## src/rtl/vram_arbiter.sv

```systemverilog
// vram_arbiter: single-port VRAM arbiter between VGA display reads and two pixel writers.
// Optional front/back buffer swapping is enabled by defining DOUBLE_BUFFER_EN.
module vram_arbiter #(
  localparam int unsigned ROW_W  = 9,
  localparam int unsigned COL_W  = 10,
  localparam int unsigned WA_W   = ROW_W + COL_W,
  localparam int unsigned RA_W   = WA_W + 1,
  localparam int unsigned PIX_W  = 12
) (
  input  logic              vga_clk,
  input  logic              clr,
  input  logic              rdn,
  input  logic [ROW_W-1:0]  row_addr,
  input  logic [COL_W-1:0]  col_addr,
  input  logic              vs,
  output logic [PIX_W-1:0]  d_out,
  input  logic              w0_req,
  input  logic [WA_W-1:0]   w0_addr,
  input  logic [PIX_W-1:0]  w0_data,
  output logic              w0_ack,
  input  logic              w1_req,
  input  logic [WA_W-1:0]   w1_addr,
  input  logic [PIX_W-1:0]  w1_data,
  output logic              w1_ack,
  output logic [RA_W-1:0]   ram_addr,
  output logic [PIX_W-1:0]  ram_din,
  output logic              ram_we,
  input  logic [PIX_W-1:0]  ram_dout,
  input  logic              swap_req,
  output logic              front_buf,
  output logic              swap_done
);

  typedef enum logic [1:0] {
    SLOT_IDLE = 2'd0,
    SLOT_DISP = 2'd1,
    SLOT_WR0  = 2'd2,
    SLOT_WR1  = 2'd3
  } slot_t;

  slot_t             r_slot;
  slot_t             w_slot_nxt;
  logic              r_last_w1;
  logic              r_disp_d;
  logic              r_w0_ack;
  logic              r_w1_ack;
  logic              r_ram_we;
  logic [RA_W-1:0]   r_ram_addr;
  logic [PIX_W-1:0]  r_ram_din;
  logic [PIX_W-1:0]  r_d_out;

  logic              w_w0_elig;
  logic              w_w1_elig;
  logic              w_disp_bank;
  logic              w_wr_bank;
  logic              w_last_nxt;
  logic              w_we_nxt;
  logic              w_ack0_nxt;
  logic              w_ack1_nxt;
  logic [RA_W-1:0]   w_addr_nxt;
  logic [PIX_W-1:0]  w_din_nxt;

  // A writer whose ack is showing this cycle still holds its stale request.
  assign w_w0_elig = w0_req & ~r_w0_ack;
  assign w_w1_elig = w1_req & ~r_w1_ack;

  // Slot choice and the registered RAM/ack values that follow from it.
  always_comb begin
    w_slot_nxt = SLOT_IDLE;
    w_last_nxt = r_last_w1;
    w_we_nxt   = 1'b0;
    w_ack0_nxt = 1'b0;
    w_ack1_nxt = 1'b0;
    w_addr_nxt = r_ram_addr;
    w_din_nxt  = r_ram_din;

    if (!rdn) begin
      w_slot_nxt = SLOT_DISP;
    end else if (w_w0_elig && w_w1_elig) begin
      w_slot_nxt = r_last_w1 ? SLOT_WR0 : SLOT_WR1;
    end else if (w_w0_elig) begin
      w_slot_nxt = SLOT_WR0;
    end else if (w_w1_elig) begin
      w_slot_nxt = SLOT_WR1;
    end

    case (w_slot_nxt)
      SLOT_DISP: begin
        w_addr_nxt = {w_disp_bank, row_addr, col_addr};
      end
      SLOT_WR0: begin
        w_addr_nxt = {w_wr_bank, w0_addr};
        w_din_nxt  = w0_data;
        w_we_nxt   = 1'b1;
        w_ack0_nxt = 1'b1;
        w_last_nxt = 1'b0;
      end
      SLOT_WR1: begin
        w_addr_nxt = {w_wr_bank, w1_addr};
        w_din_nxt  = w1_data;
        w_we_nxt   = 1'b1;
        w_ack1_nxt = 1'b1;
        w_last_nxt = 1'b1;
      end
      default: begin
        w_addr_nxt = r_ram_addr;
      end
    endcase
  end

  // Slot register with its registered RAM port, acks and display pixel.
  always_ff @(posedge vga_clk) begin
    if (clr) begin
      r_slot     <= SLOT_IDLE;
      r_last_w1  <= 1'b1;
      r_disp_d   <= 1'b0;
      r_w0_ack   <= 1'b0;
      r_w1_ack   <= 1'b0;
      r_ram_we   <= 1'b0;
      r_ram_addr <= '0;
      r_ram_din  <= '0;
      r_d_out    <= '0;
    end else begin
      r_slot     <= w_slot_nxt;
      r_last_w1  <= w_last_nxt;
      r_disp_d   <= (r_slot == SLOT_DISP);
      r_w0_ack   <= w_ack0_nxt;
      r_w1_ack   <= w_ack1_nxt;
      r_ram_we   <= w_we_nxt;
      r_ram_addr <= w_addr_nxt;
      r_ram_din  <= w_din_nxt;
      if (r_disp_d) begin
        r_d_out <= ram_dout;
      end
    end
  end

  assign ram_addr = r_ram_addr;
  assign ram_din  = r_ram_din;
  assign ram_we   = r_ram_we;
  assign w0_ack   = r_w0_ack;
  assign w1_ack   = r_w1_ack;
  assign d_out    = r_d_out;

`ifdef DOUBLE_BUFFER_EN
  logic r_front_buf;
  logic r_swap_pend;
  logic r_swap_done;
  logic r_vs_d;
  logic w_vs_fall;

  assign w_vs_fall = r_vs_d & ~vs;

  // A swap request coinciding with the vsync falling edge is taken at that edge.
  always_ff @(posedge vga_clk) begin
    if (clr) begin
      r_front_buf <= 1'b0;
      r_swap_pend <= 1'b0;
      r_swap_done <= 1'b0;
      r_vs_d      <= 1'b0;
    end else begin
      r_vs_d      <= vs;
      r_swap_done <= 1'b0;
      if (w_vs_fall && (r_swap_pend || swap_req)) begin
        r_front_buf <= ~r_front_buf;
        r_swap_pend <= 1'b0;
        r_swap_done <= 1'b1;
      end else if (swap_req) begin
        r_swap_pend <= 1'b1;
      end
    end
  end

  assign w_disp_bank = r_front_buf;
  assign w_wr_bank   = ~r_front_buf;
  assign front_buf   = r_front_buf;
  assign swap_done   = r_swap_done;
`else
  logic w_unused_swap;

  assign w_unused_swap = ^{swap_req, vs};
  assign w_disp_bank   = 1'b0;
  assign w_wr_bank     = 1'b0;
  assign front_buf     = 1'b0;
  assign swap_done     = 1'b0;
`endif

endmodule

```

## config.mk

```make
export PLATFORM = sky130hd
export DESIGN_NAME = vram_arbiter
export DESIGN_NICKNAME = d
export VERILOG_FILES = /design/src/rtl/vram_arbiter.sv
export SDC_FILE = /design/constraint.sdc
export NUM_CORES = 1
export LEC_CHECK = 0
export CAP_MARGIN = 20
export CORE_MARGIN = 1.5
export CORE_UTILIZATION = 25
export DETAILED_ROUTE_END_ITERATION = 10
export SLEW_MARGIN = 0
export SYNTH_ARGS = -nofsm -noshare
export SYNTH_HDL_FRONTEND = slang
export SYNTH_SLANG_ARGS = --single-unit
```

## constraint.sdc

```tcl
create_clock -name vga_clk -period 1.8 [get_ports vga_clk]
set_input_delay 0.36 -clock vga_clk [delete_from_list [all_inputs] [get_ports vga_clk]]
set_output_delay 0.36 -clock vga_clk [all_outputs]
set_load 0.03 [all_outputs]
```

Word level (Yosys, flattened, before mapping) --
Index checks and enable logic that the tools add are counted.
Word-level totals: register bits 51, input bits 100, output and inout bits 49, logic and storage cells 32
Cells by class: eq/ne operators 4, multiplexer cells 11, bitwise logic cells 4, reduce and logical (&&, ||, !) cells 4
Operators with widths (number):
- case mux 20 bit (3 select lines) | 1
- case mux 12 bit (2 select lines) | 1
- two-way mux 2 bit | 4
- equality test 2 x 1 -> 1 bit (second input constant) | 2
- equality test 2 bit (second input constant) | 2
- two-way mux 1 bit | 4
- nonzero test 3 bit | 1
- AND 1 bit | 2
- NOT 1 bit | 2
- case mux 1 bit (2 select lines) | 1
- nonzero test 2 bit | 1
- OR reduction 2 bit | 1
- logical AND 1 bit | 1

Depth between registers and ports, before layout --
Gate-level depths: netlist of the first run.
depth after elaboration 9, depth in mapped cells 6, gate-level depth less buffers 4

Worst setup path after synthesis of the first run --
Ideal clock, no wire load.
path kind reg2reg, start point register r_w0_ack (netlist: w0_ack), end point register r_ram_din[0] (netlist: ram_din[0]), library setup time 0.122 ns, arrival time 1.489 ns, required time 1.678 ns, slack 0.189 ns, cell stages (with the launch flop) 7, buffers on the path 2, clock period less this slack 1.611 ns, cell sequence dfxtp_1 nand3b_1 and3_1 buf_6 and2_4 buf_6 a221o_1
Between the ends: word-level cells in the longest chain between the ends 7, elaborated cells on any way between the ends 10, classes of those cells 2 x eq/ne; 4 x mux; 2 x bitwise; 2 x reduce/logical
RTL lines:
- from (decl) | line 45 | logic r_w0_ack;
- from (signal assigned) | line 127 | r_w0_ack <= w_ack0_nxt;
- NOT 1 bit * | line 64 | assign w_w0_elig = w0_req & ~r_w0_ack;
- AND 1 bit * | line 64
- two-way mux 2 bit or logical AND 1 bit (tied branches) | line 81, 79
- two-way mux 2 bit * | line 79 | end else if (w_w0_elig && w_w1_elig) begin
- two-way mux 2 bit * | line 77 | if (!rdn) begin
- equality test 2 bit | line 87 | case (w_slot_nxt)
- case mux 12 bit (2 select lines) or nonzero test 2 bit (tied branches)
- to (signal assigned) | line 131 | r_ram_din <= w_din_nxt;
- to (decl) | line 49 | logic [PIX_W-1:0] r_ram_din;
Every way passes the cells marked *; elsewhere a longest branch is shown, timed or not. A chain may end at the register's enable or synchronous reset.

Worst setup path after layout of the first run --
start point register r_w0_ack (netlist: w0_ack), end point output w0_ack
RTL lines:
- to (decl) | line 20 | output logic w0_ack,
No word-level cell between the ends.

==> impl_metrics.ini, run 1 <==
[sta]
fin_tns_setup_ns = 0
fmax_mhz = 580
final_hold_viol_count = 0
rsz0062_at_grt = false
min_period_ns = 1.72
slew_violations = 0
setup_violations = 0
finalCritPeriodShare_pct = 95.8
skew_ns = 0.00571

[detailed_routing]
wl_per_cell_um = 14.5
first_pass_iters = 4
postRouteWirelength_mm = 7.00
ant_nets = 0
drc = 0
routed_via_density = 4.65
dr_total_vias = 2238
drt_iter0_drc = 76

[clocking]
cts_buffer_depth = 2
cts_num_sinks = 50
cts_buffers = 5
cts_tree = yes
clkTransAtPathRegs_ns = 0.09
ctsHtreeMaxLevel = 2
clk_latency_ns = 0.30
holdBufCountCts = 0
cts_root_buf = clkbuf_8

[logic_synthesis]
avgSynthCellArea_um2 = 9.53
syn_area_um2 = 2110
synth_top_cell_by_area = dfxtp_1
ys_seq_elements = 50
yosys_warnings = 0
synth_flop_cell = dfxtp_1
synth_cells = 221
synth_most_common_cell = dfxtp_1
synth_area_leaders = dfxtp_1 48%, a22oi_1 6.4%, mux2i_1 6.2%
seq_area_frac_synth_pct = 47.5
synthTopCellsByCount = 50 x dfxtp_1, 33 x nor2_1, 18 x a22oi_1
synth_top_area_share_pct = 47.5
synth_edf_count = 0
synthArstFlopShare_pct = 0
synth.distinct_cells = 33

[global_routing]
grt_overflow = 0
grt_pass1_vias = 2229
grt_pass1_wl_mm = 10.9
antenna_found_initial = 0
grt_use_total_pct = 15.7
grt_max_degree = 29

[hold_path]
holdPathStages = 1
min-delay-path-class = flip-flop to flip-flop
min_from = r_slot[1]
worstHoldEndpoint = r_disp_d

[placed_design]
gp_congestion = 0.736
place_area_um2 = 3780
dpl.cell_count = 473
io_buffers = 143
dp_hpwl_mm = 5.24

[cells_and_area]
antenna_cells = 0
fin_area_um2 = 3890
nets = 475
fillers = 792
area_delta_synth_final_pct = 84.5
instances_no_fill = 481
drive_above_1_share_pct = 8.24
multi_input_area_um2 = 1000
final-seq-area_um2 = 1000

[power_and_ir_drop]
p_seq_share_pct = 43.6
p_int_mw = 2.03
p_leak_nw = 1.48
power_frac_comb_pct = 27.8
power_mw = 2.80
p_sw_mw = 0.770
power_density_nw_per_um2 = 721
vdd_drop_max_v = 0.000324
p_sw_share_pct = 27.5
p_clk_share_pct = 28.6

[worst_setup_path]
r2r_start = w0_ack
critPathBufInv = 1
cp-end-kind = output pin
crit_required_ns = 1.44
path_cells = clkdlybuf4s50_1
r2r_cells = 5
start_kind = flip-flop
slowest_stage = clkdlybuf4s50_1
r2r_end = ram_addr[18]
reg2reg_slack_ns = 0.38
slowest_delay_ns = 0.70
cp_max_fo = 4
cp_data_arrival_time_ns = 1.36
crit_family = buffers and inverters
crit_type = flip-flop to output pin

[die]
rows = 33
die_w_um = 94.8
io_pins = 149
fp.dieArea_um2 = 8990
initial_core_util_pct = 25.8
dieHeight_um = 94.8
coreArea_um2 = 8180

[outcome]
status = finished clean

[job]
drv_cap = 0
## layout by cell type, fill, tap and decap left out, drive strengths merged, types with 13 or more instances in the layout
master / count
clkdlybuf4s50: 142
dfxtp: 50
nor2: 33
buf: 21
a22oi: 18
nand2b: 15
a21oi: 14
mux2i: 13
a311oi: 13
## power groups by stage
stage	logic [mW]	registers (mW)	clock network, mW
after global placement	0.782	1.24	0
after floorplan	0.205	1.38	0
after detailed placement	0.784	1.25	0
after global routing	0.837	1.23	0.871
final	0.780	1.22	0.801
after CTS	0.788	1.22	0.830
## per-layer routing
metal	up-vias	global-route usage, %	wire length [µm]
met1	1030	19.8	3140
met4	0	4.10	79
met5	-	0	0
met2	87	26.3	3260
li1	1114	-	-
met3	7	4.03	515
## cells by family after synthesis
family                 Yosys count  share of synthesized area (%)
other                            1                          0.178
multiplexers                    13                           6.18
AO/OA/AOI/OAI                   66                           23.3
AND/OR/NAND/NOR                 71                           17.6
buffers and inverters           20                           5.28
flip-flops                      50                           47.5
## through the flow
step	worst slack, ns	utilization [%]	hold slack (ns)
floorplan	0.189	-	0.373
global placement	-0.116	46.2	0.385
detailed placement	-0.177	46.2	0.391
CTS	0.0357	47.5	0.403
global route	0.000878	47.6	0.410
finish	0.0753	47.6	0.401
## state kept, by name, indices dropped and copies added (netlist names), 2 cells and up
signal,cells
ram_addr,19
d_out,12
ram_din,12
r_slot,2
## layout make-up
type | instances | area share [%]
multi-input cells | 153 | 25.8
well taps | 105 | 3.38
clock inverters | 1 | 0.772
clock buffers | 7 | 1.96
flip-flops and latches | 50 | 25.7
repair buffers | 164 | 42.2
inverters | 1 | 0.0966
## worst max-delay path by stage
| stage | from | to | slack, ns | cells after the start |
|---|---|---|---|---|
| after floorplan | w0_ack | ram_din[0] | 0.19 | 6 |
| after global placement | w1_req | ram_addr[10] | -0.12 | 6 |
| after detailed placement | w1_req | ram_addr[18] | -0.18 | 6 |
| after CTS | w1_ack | w1_ack | 0.04 | 1 |
| after global routing | w0_ack | w0_ack | 0.0009 | 1 |
| final | w0_ack | w0_ack | 0.08 | 1 |
## what timing repair did
item	CTS	global route
setup buffers	0	0
gates resized for setup	0	2
setup endpoints to repair	0	2
Note: power is estimated with default switching activity, not from simulation.
==> inputs of run 2 (changes only) <==
--- a/config.mk
+++ b/config.mk
@@ -6,9 +6,12 @@
 export NUM_CORES = 1
 export LEC_CHECK = 0
 export CAP_MARGIN = 20
+export CELL_PAD_IN_SITES_DETAIL_PLACEMENT = 0
+export CELL_PAD_IN_SITES_GLOBAL_PLACEMENT = 1
 export CORE_MARGIN = 1.5
-export CORE_UTILIZATION = 25
+export CORE_UTILIZATION = 24
 export DETAILED_ROUTE_END_ITERATION = 10
+export PLACE_DENSITY_LB_ADDON = 0.1
 export SLEW_MARGIN = 0
 export SYNTH_ARGS = -nofsm -noshare
 export SYNTH_HDL_FRONTEND = slang
==> impl_metrics.ini, run 2 (synthesis gave the netlist of run 1 again) <==
[worst_setup_path]
crit_required_ns = 1.44
critPathBufInv = 1
path_cells = clkdlybuf4s50_1
slowest_delay_ns = 0.70
start_kind = flip-flop
cp_max_fo = 2
reg2reg_slack_ns = 0.33
slowest_stage = clkdlybuf4s50_1
crit_type = flip-flop to output pin
cp-end-kind = output pin
cp_data_arrival_time_ns = 1.36
crit_family = buffers and inverters

[die]
die_w_um = 96.7
initial_core_util_pct = 25.3
fp.dieArea_um2 = 9350
coreArea_um2 = 8340
io_pins = 149
dieHeight_um = 96.7
rows = 33

[sta]
slew_violations = 0
finalCritPeriodShare_pct = 95.6
fmax_mhz = 581
skew_ns = 0.00547
setup_violations = 0
final_hold_viol_count = 0
rsz0062_at_grt = false
min_period_ns = 1.72
fin_tns_setup_ns = 0

[clocking]
cts_buffers = 5
cts_buffer_depth = 2
ctsHtreeMaxLevel = 2
cts_root_buf = clkbuf_8
cts_tree = yes
cts_num_sinks = 50
clk_latency_ns = 0.31
clkTransAtPathRegs_ns = 0.10
postCtsSetupRepairBufs = 0

[power_and_ir_drop]
power_mw = 2.70
p_leak_nw = 1.44
vdd_drop_max_v = 0.000318
power_density_nw_per_um2 = 703

[detailed_routing]
ant_nets = 0
wl_per_cell_um = 14.5
routed_via_density = 4.53
drc = 0
first_pass_iters = 4
postRouteWirelength_mm = 6.98
dr_total_vias = 2173
drt_iter0_drc = 68

[cells_and_area]
final-seq-area_um2 = 1000
antenna_cells = 0
largest_register_ffs = 19
fillers = 798
area_delta_synth_final_pct = 81.9
final_common_cell = clkdlybuf4s50_1
fin_area_um2 = 3830
final_cell_mix = 142 x clkdlybuf4s50_1, 50 x dfxtp_1, 33 x nor2_1, 18 x a22oi_1, 18 x buf_4
drive_above_1_share_pct = 8.80
nets = 474
multi_input_area_um2 = 1000

[global_routing]
grt_overflow = 0
grt_use_total_pct = 15.2
antenna_found_initial = 0
grt_pass1_wl_mm = 11.6
grt_max_degree = 40
grt_pass1_vias = 2223

[placed_design]
io_buffers = 143
gp_congestion = 0.711
dp_hpwl_mm = 5.08
place_area_um2 = 3740

[job]
drv_cap = 0

[outcome]
status = finished clean

[hold_path]
min-delay-path-class = flip-flop to flip-flop
==> run 2: cell count changes in the layout (fill, tap and decap cells not counted) <==
cell and delta:
buf_12 -2, buf_4 +1, bufinv_16 -1, clkinvlp_4 +2, clkbuf_1 -2, dlymetal6s2s_1 -1
clkbuf_2 +1, inv_6 +1
==> run 2: layer usage <==
| metal | up-vias | part of all wire, % | GRT usage, % |
|---|---|---|---|
| met5 | - | 0 | 0 |
| met4 | 0 | 0.63 | 3.68 |
| li1 | 1109 | - | - |
| met1 | 969 | 48 | 20.2 |
| met3 | 4 | 7.7 | 4.84 |
| met2 | 91 | 44 | 23.9 |
==> run 2: repair_timing <==
item / in CTS / in global routing
hold buffers: 0 / 0
endpoints found under the setup margin: 0 / 1
gates resized for setup: 0 / 1
==> run 2: final timing paths <==
| kind | startpoint | endpoint | depth (start not counted) |
|---|---|---|---|
| min | r_slot[1] | r_disp_d | 1 |
| min reg2reg | r_slot[1] | r_disp_d | 1 |
| max reg2reg | w0_ack | ram_addr[6] | 5 |
| max | ram_din[3] | ram_din[3] | 1 |
==> run 2: area by class of cell <==
type	count	area share (%)
tap	105	3.43
multi-input combinational	153	26.2
clock inverter	3	0.620
sequential	50	26.1
inverter	1	0.0979
clock buffer	5	1.80
timing repair buffer	163	41.8
==> run 2: report_power, final <==
group,switching (mW),internal (mW)
Combinational,0.348,0.425
Clock,0.425,0.279
Sequential,0.0367,1.18
Total,0.809,1.89
==> run 2: through the flow <==
stage	hold WS, ns	cells	setup WS, ns	utilization (%)
final	0.396	480	0.0787	46.0
after global routing	0.427	480	0.00525	46.0
after CTS	0.398	480	0.0528	45.9
after detailed placement	0.381	472	-0.242	44.8
after global placement	0.380	472	-0.169	44.8
after floorplan	0.373	223	0.189	-
==> inputs of run 3 (changes only) <==
--- a/config.mk
+++ b/config.mk
@@ -8,8 +8,7 @@
 export CAP_MARGIN = 20
 export CELL_PAD_IN_SITES_DETAIL_PLACEMENT = 0
 export CELL_PAD_IN_SITES_GLOBAL_PLACEMENT = 1
-export CORE_MARGIN = 1.5
-export CORE_UTILIZATION = 24
+export CORE_UTILIZATION = 25
 export DETAILED_ROUTE_END_ITERATION = 10
 export PLACE_DENSITY_LB_ADDON = 0.1
 export SLEW_MARGIN = 0
==> constraint.sdc (replaced) <==
create_clock -name vga_clk -period 2.1 [get_ports vga_clk]
set_input_delay 0.42 -clock vga_clk [delete_from_list [all_inputs] [get_ports vga_clk]]
set_output_delay 0.42 -clock vga_clk [all_outputs]
set_load 0.05 [all_outputs]
==> impl_metrics.ini, run 3 (synthesis gave the netlist of run 1 again) <==
[outcome]
status = finished clean

[cells_and_area]
nets = 468
final_cell_mix = 142 x clkdlybuf4s50_1, 50 x dfxtp_1, 33 x nor2_1, 18 x a22oi_1
area_delta_synth_final_pct = 81.3
drive_above_1_share_pct = 7.05
final_util_pct = 46.7
antenna_cells = 0
largest_register_ffs = 19
final_common_cell = clkdlybuf4s50_1

[sta]
worst_pin_slew_ns = 0.711
final_hold_viol_count = 0
skew_ns = 0.00205
slew_violations = 0
layout_setup_ws_ns = 0.189
slew_headroom_pct = 52.6
fin_tns_setup_ns = 0
fmax_mhz = 523
hold_ws_ns = 0.395
finalCritPeriodShare_pct = 91.0
rsz0062_at_grt = false
min_period_ns = 1.91
setup_violations = 0

[worst_setup_path]
critPathBufInv = 1
r2r_start = w0_ack
cp_data_arrival_time_ns = 1.49
crit_type = flip-flop to output pin
r2r_end = ram_din[2]
start_kind = flip-flop
reg2reg_slack_ns = 0.63
cp_max_fo = 3
crit_required_ns = 1.68
slowest_stage = clkdlybuf4s50_1
cp-end-kind = output pin
slowest_delay_ns = 0.82
path_cells = clkdlybuf4s50_1
crit_family = buffers and inverters
r2r_cells = 5

[detailed_routing]
dr_total_vias = 2180
first_pass_iters = 4
ant_nets = 0
drc = 0
drt_iter0_drc = 47
routed_via_density = 4.60
postRouteWirelength_mm = 6.92
wl_per_cell_um = 14.6

[die]
initial_core_util_pct = 25.8
die_w_um = 93.8
dieHeight_um = 93.8
coreArea_um2 = 8180
fp.dieArea_um2 = 8800
rows = 33
io_pins = 149

[placed_design]
gp_congestion = 0.709
io_buffers = 143
dp_hpwl_mm = 5.07
pre_cts_ws_ns = 0.0417

[clocking]
cts_buffer_depth = 2
cts_tree = yes
clk_latency_ns = 0.30
post_cts_resized = 0
clkTransAtPathRegs_ns = 0.10
cts_num_sinks = 50
cts_root_buf = clkbuf_8
postCtsSetupRepairBufs = 0
cts_buffers = 5
ctsHtreeMaxLevel = 2
holdBufCountCts = 0

[hold_path]
holdPathStages = 1
worstHoldEndpoint = r_disp_d
min-delay-path-class = flip-flop to flip-flop
min_from = r_slot[1]

[global_routing]
grt_overflow = 0
grt_max_degree = 25
grt_use_total_pct = 15.7
antenna_found_initial = 0
grt_pass1_vias = 2116
grt_pass1_wl_mm = 10.7

[power_and_ir_drop]
power_mw = 2.50
p_seq_share_pct = 42.1
p_sw_mw = 0.772
p_clk_share_pct = 28.2
p_sw_share_pct = 30.9
power_frac_comb_pct = 29.7
power_density_nw_per_um2 = 654
p_int_mw = 1.73
vdd_drop_max_v = 0.000278
p_leak_nw = 1.44

[job]
drv_cap = 0
run 3: cell types whose count changed in the layout (fill, tap and decap cells not counted):
cell | before | now
and3_1 | 1 | 2
and3_2 | 1 | 0
buf_12 | 2 | 3
bufinv_16 | 0 | 1
clkinvlp_4 | 2 | 0
buf_4 | 18 | 11
clkinv_2 | 0 | 1
clkbuf_2 | 1 | 0
buf_2 | 0 | 1
run 3: worst max-delay path by stage:
stage                       from    endpoint  cells past startpoint
final                     w1_ack      w1_ack                      1
after global routing      w1_ack      w1_ack                      1
after CTS                 w1_ack      w1_ack                      1
after detailed placement  w1_req  ram_din[2]                      7
after global placement    w1_req  ram_din[2]                      7
after floorplan           w1_ack  ram_din[0]                      6
run 3: power by group through the flow:
| stage | Sequential [mW] | Clock [mW] | Combinational [mW] |
|---|---|---|---|
| finish | 1.05 | 0.706 | 0.742 |
| global route | 1.06 | 0.774 | 0.788 |
| CTS | 1.05 | 0.743 | 0.750 |
| detailed placement | 1.07 | 0 | 0.747 |
| global placement | 1.07 | 0 | 0.744 |
| floorplan | 1.28 | 0 | 0.181 |
run 3: metrics by stage:
step	instance area [µm²]	instances
after global routing	3820	474
final	3820	474
after detailed placement	3710	466
after floorplan	2110	223
after CTS	3820	474
after global placement	3710	466
run 3: area by class of cell:
cell class	instances	area (µm²)
clock buffers	5	68.8
fillers	809	4360
flip-flops and latches	50	1000
well taps	105	131
clock inverters	3	43.8
repair buffers	157	1570
inverters	1	3.75
multi-input cells	153	1000
run 3: metal layers:
layer,vias up,routed length [µm],global-route usage [%]
met4,0,51,3.46
met5,-,0,0
met3,4,681,6.07
li1,1092,-,-
met2,98,3130,25.6
met1,986,3060,19.5
